[src/rtl/tdm_demux_1x16_pkg.sv]
// ---------------------------------------------------------------------------
// tdm_demux_1x16_pkg
//   Shared definitions for the 16-channel TDM link: default channel count,
//   slot index width and the receive-side alignment state encoding. The
//   transmit-side mux imports the same package so both ends agree.
// ---------------------------------------------------------------------------
package tdm_demux_1x16_pkg;

  localparam int NCH_DEF = 16;  // channels (slots) per frame, power of 2
  localparam int SW_DEF  = 4;   // slot index width, log2(NCH_DEF)

  // Alignment state; the state bit itself is the lock indication.
  typedef enum logic {
    ST_UNLOCKED = 1'b0,
    ST_LOCKED   = 1'b1
  } state_t;

endpackage

[src/rtl/tdm_demux_1x16_slot_counter.sv]
// ---------------------------------------------------------------------------
// tdm_slot_counter
//   SW-bit slot index counter for the TDM receiver.
//   Ports:
//     clk    rising-edge clock
//     rst_n  asynchronous active-low reset (count -> 0)
//     en     advance to the next slot (natural modulo-2^SW wrap)
//     load   jump to slot 1 (slot 0 was just taken on a sync)
//     clear  force slot 0
//     count  current slot index
//     wrap   high while count is the last slot of the frame
//   Priority: clear > load > en.
// ---------------------------------------------------------------------------
module tdm_slot_counter #(
  parameter int SW = 4
) (
  input  logic          clk,
  input  logic          rst_n,
  input  logic          en,
  input  logic          load,
  input  logic          clear,
  output logic [SW-1:0] count,
  output logic          wrap
);

  always_ff @(posedge clk or negedge rst_n) begin
    if (!rst_n) begin
      count <= '0;
    end else if (clear) begin
      count <= '0;
    end else if (load) begin
      count <= SW'(1);
    end else if (en) begin
      count <= count + SW'(1);
    end
  end

  assign wrap = (count == {SW{1'b1}});

endmodule

[src/rtl/tdm_demux_1x16.sv]
// ---------------------------------------------------------------------------
// tdm_demux_1x16
//   Receive end of the 16-channel serial TDM link. Samples one bit per
//   enabled cycle into a slot shadow register, aligns to the slot-0 sync
//   marker and presents each completed frame in parallel.
//   Ports:
//     clk         rising-edge clock
//     rst_n       asynchronous active-low reset
//     din         serial data bit (valid when en=1)
//     en          sample strobe
//     sync        frame marker, high with en on the slot-0 sample
//     sel         slot index the next enabled sample goes to
//     dout        last complete frame, bit k = slot k
//     frame_valid 1-cycle pulse when dout updates
//     lock        high while aligned
//     sync_err    1-cycle pulse on early or missing sync
// ---------------------------------------------------------------------------
module tdm_demux_1x16
  import tdm_demux_1x16_pkg::*;
#(
  parameter int NCH         = NCH_DEF,
  parameter int SW          = SW_DEF,
  parameter int STRICT_SYNC = 1
) (
  input  logic           clk,
  input  logic           rst_n,
  input  logic           din,
  input  logic           en,
  input  logic           sync,
  output logic [SW-1:0]  sel,
  output logic [NCH-1:0] dout,
  output logic           frame_valid,
  output logic           lock,
  output logic           sync_err
);

  state_t         state_reg;
  // Only slots 0..NCH-2 need storage: the last slot's bit is taken straight
  // from din when the frame is assembled into dout.
  logic [NCH-2:0] shadow_reg;

  logic locked;
  logic sync_early;    // sync seen away from slot 0 (includes last slot)
  logic sync_missing;  // slot 0 reached without sync
  logic take_first;    // enabled sample that starts a frame at slot 0
  logic take_slot;     // enabled in-frame sample at slot sel
  logic cnt_clear;
  logic wrap;

  always_comb begin
    locked       = (state_reg == ST_LOCKED);
    sync_early   = locked && sync && (sel != '0);
    sync_missing = locked && !sync && (sel == '0) && (STRICT_SYNC != 0);
    take_first   = en && sync && (!locked || sync_early);
    take_slot    = en && locked && !sync_early && !sync_missing;
    cnt_clear    = en && sync_missing;
  end

  tdm_slot_counter #(
    .SW(SW)
  ) u_slot_counter (
    .clk   (clk),
    .rst_n (rst_n),
    .en    (take_slot),
    .load  (take_first),
    .clear (cnt_clear),
    .count (sel),
    .wrap  (wrap)
  );

  // One flop per stored slot; a realigning sync rewrites slot 0 directly.
  genvar gi;
  generate
    for (gi = 0; gi < NCH - 1; gi++) begin : g_shadow
      logic wr_bit;
      assign wr_bit = (take_first && (gi == 0)) || (take_slot && (sel == SW'(gi)));

      always_ff @(posedge clk or negedge rst_n) begin
        if (!rst_n) begin
          shadow_reg[gi] <= 1'b0;
        end else if (wr_bit) begin
          shadow_reg[gi] <= din;
        end
      end
    end
  endgenerate

  // Alignment FSM plus the frame output and pulse flops.
  always_ff @(posedge clk or negedge rst_n) begin
    if (!rst_n) begin
      state_reg   <= ST_UNLOCKED;
      dout        <= '0;
      frame_valid <= 1'b0;
      sync_err    <= 1'b0;
    end else begin
      frame_valid <= 1'b0;
      sync_err    <= 1'b0;
      if (en) begin
        case (state_reg)
          ST_UNLOCKED: begin
            if (sync) state_reg <= ST_LOCKED;
          end
          ST_LOCKED: begin
            if (sync_early) begin
              sync_err <= 1'b1;
            end else if (sync_missing) begin
              sync_err  <= 1'b1;
              state_reg <= ST_UNLOCKED;
            end else if (wrap) begin
              dout        <= {din, shadow_reg};
              frame_valid <= 1'b1;
            end
          end
          default: state_reg <= ST_UNLOCKED;
        endcase
      end
    end
  end

  assign lock = state_reg;

endmodule

[config.mk]
export PLATFORM = sky130hd
export DESIGN_NAME = tdm_demux_1x16
export DESIGN_NICKNAME = d
export VERILOG_FILES = /design/src/rtl/tdm_demux_1x16_pkg.sv /design/src/rtl/tdm_demux_1x16_slot_counter.sv /design/src/rtl/tdm_demux_1x16.sv
export SDC_FILE = /design/constraint.sdc
export NUM_CORES = 1
export LEC_CHECK = 0
export CORE_MARGIN = 2
export CORE_UTILIZATION = 35
export DETAILED_ROUTE_END_ITERATION = 6
export PLACE_DENSITY = 0.62
export SYNTH_ARGS = -nofsm -noshare
export SYNTH_HDL_FRONTEND = slang
export SYNTH_SLANG_ARGS = --single-unit
[constraint.sdc]
create_clock -name clk -period 2 [get_ports clk]
set_input_delay 0.2 -clock clk [delete_from_list [all_inputs] [get_ports clk]]
set_output_delay 0.2 -clock clk [all_outputs]
set_load 0.01 [all_outputs]
==> metrics.yaml <==
run_status: "completed"
grt_max_degree: 39
synth_flop_cell: "dfrtp_1"
p_per_area_mw_per_mm2: 1030
nFillCells: 443
port_buffers: 27
fin_nets: 166
hold_path.class: "in -> async"
syn_area_mm2: 0.00173
crit_family: "simple AND/OR/NAND/NOR gates"
required_ns: 2.17
largest_register_ffs: 16
syn_area_per_cell_um2: 13.9
cts_buffers: 5
wire_per_inst_um: 14.2
gp_congestion: 0.841
synth_xor_area_share_pct: 1.01
drive_above_1_share_pct: 31.8
fin_crit_sh_pct: 88.8
drcViolationCount: 0
critPathCaptureType: "register"
p_leak_nw: 1.02
synth_nets: 134
max_stage_delay_ns: 0.45
drt_wl_total_um: 3180
synth_compound_area_share_pct: 4.19
maxCapViolCount: 0
layout_setup_ws_ns: 0.224
firstDrtPassIters: 4
synth-seq-cells: 38
core_mm2: 0.00475
relSlewSlack_pct: 64.7
tightest_slew_ns: 0.528
period_needed_ns: 1.78
multi_input_area_um2: 701
grt_setup_unrepaired: "no"
rows: 25
worstSetupPathType: "reg -> reg"
cp-start-kind: "register"
clk_latency_ns: 0.28
critical_path.max_fanout: 7
synth_top_family_by_area: "multiplexers"
die_h_um: 74.3
ys_types: 31
cts-resized-gates: 0
power.total_mw: 2.21
setup-tns-final_ns: 0
vias_per_cell: 4.80
synth_edf_count: 0
area_growth_pct: 23.6
postSynth.asyncResetShare_pct: 100
clock-sinks: 38
setup_viol: 0
regArea_um2: 951
peakVddDrop_mv: 0.508
path_cells: "inv_1 -> ha_1 -> nor3b_4 -> and4b_1 -> a221o_1"
dieArea_mm2: 0.00553
grt_first_pass_wirelength_um: 5550
hold_violations: 0
crit_arrival_ns: 1.94
cp_num_buf_inv: 1
yosys_warnings: 0
post-dp-hpwl_um: 2240
drt_iter0_drc: 68
drtAntennaViolNets: 0
crit_slowest_cell: "dfrtp_1"
slew_violations: 0
hold_buffers: 0
fmax_mhz: 563
die_w_um: 74.3
path_clk_slew_ns: 0.07
cts_root_buffer: "clkbuf_8"
yosys.area_share.adder_pct: 2.89
synth_simple_gate_area_share_pct: 11.6
synthMuxAreaShare_pct: 20.7
grt_usage_pct: 13.1
grt_overflow_total: 0
postCtsSetupBuffers: 0
n_antenna_cell: 0
htree_num_levels: 2
synth_cells: 125
place_ws_ns: 0.241
antenna_found_initial: 0
yosysSeqAreaShare_pct: 54.9
clockBufferDepth: 2
initial_utilization_pct: 36.4
num_io_pins: 28
grt_pass1_vias: 1144
clock_skew_ns: 0.00700
vias: 1076
cts_tree: "built"
==> layer usage <==
layer / routed length [um] / GRT usage [%]
met1: 1540 / 18.4
met2: 1500 / 20.3
met3: 116 / 3.25
met4: 22 / 3.57
met5: 0 / 0
==> stage by stage <==
stage / hold WS [ns] / area [um^2] / cells / util, %
floorplan: -0.0956 / 1730 / 125 / -
global placement: 0.490 / 2060 / 217 / 43.4
detailed placement: 0.492 / 2060 / 217 / 43.4
CTS: 0.354 / 2140 / 224 / 45.0
global route: 0.379 / 2140 / 224 / 45.0
finish: 0.331 / 2140 / 224 / 45.0
==> cell usage in the layout (no fill, tap or decap) <==
master	netlist	final
dfrtp_1	38	38
mux2_2	31	31
clkdlybuf4s50_1	0	27
nand3_1	11	11
inv_1	5	5
clkbuf_8	0	5
buf_4	1	5
nand4_1	4	4
ha_1	4	4
nand2_1	3	3
xnor2_1	2	2
nor2b_1	2	2
clkinv_2	0	2
nor3b_4	1	1
nor2_1	1	1
nand4b_4	1	1
nor2_4	1	1
and4bb_2	1	1
a22o_2	1	1
and3b_2	1	1
and2b_1	1	1
o21ai_0	1	1
a32o_1	1	1
a21boi_0	1	1
and4b_1	1	1
a221o_1	1	1
a21o_2	1	1
a21oi_1	1	1
a41o_1	1	1
mux2i_1	1	1
o22ai_1	1	1
==> final timing paths <==
check / slack [ns] / endpoint / start / depth (start not counted)
worst min register to register: 0.50 / shadow_reg[0] / shadow_reg[0] / 1
worst max-delay path: 0.22 / u_slot_counter.count[0] / u_slot_counter.count[0] / 5
max in group asynchronous: 1.33 / dout[7] / rst_n / 2
worst min-delay path: 0.33 / sync_err / rst_n / 2
min in group clk: 0.50 / shadow_reg[0] / shadow_reg[0] / 1
worst max register to register: 0.22 / u_slot_counter.count[0] / u_slot_counter.count[0] / 5
==> final cells by class <==
class                      count  area share [%]
clock buffer                   5            3.21
clock inverter                 2           0.468
inverter                       5           0.877
multi-input combinational     75            32.7
sequential                    38            44.4
tap                           67            3.92
timing repair buffer          32            14.4
==> where the power goes <==
group / internal, mW / switching (mW) / leakage, nW / total, mW
combinational: 0.347 / 0.309 / 0.461 / 0.655
sequential: 0.911 / 0.165 / 0.513 / 1.08
clock: 0.234 / 0.249 / 0.0438 / 0.483
total: 1.49 / 0.722 / 1.02 / 2.21
==> cell usage after synthesis (2+ instances only) <==
cell type	instances	share of area, %
nor2b_1	2	0.72
xnor2_1	2	1.0
nand2_1	3	0.65
mux2_2	31	20
dfrtp_1	38	55
nand4_1	4	1.4
ha_1	4	2.9
buf_6	4	2.6
inv_1	5	1.1
nand3_1	11	3.2
==> kinds of logic after synthesis <==
family | Yosys count
xor gates and xnor gates | 2
muxes | 32
AOI/OAI and AO/OA | 9
DFF | 38
adders and majority gates | 4
and+or+nand+nor | 28
buffers and inverters | 12
Power figures use the tool's default switching activity.
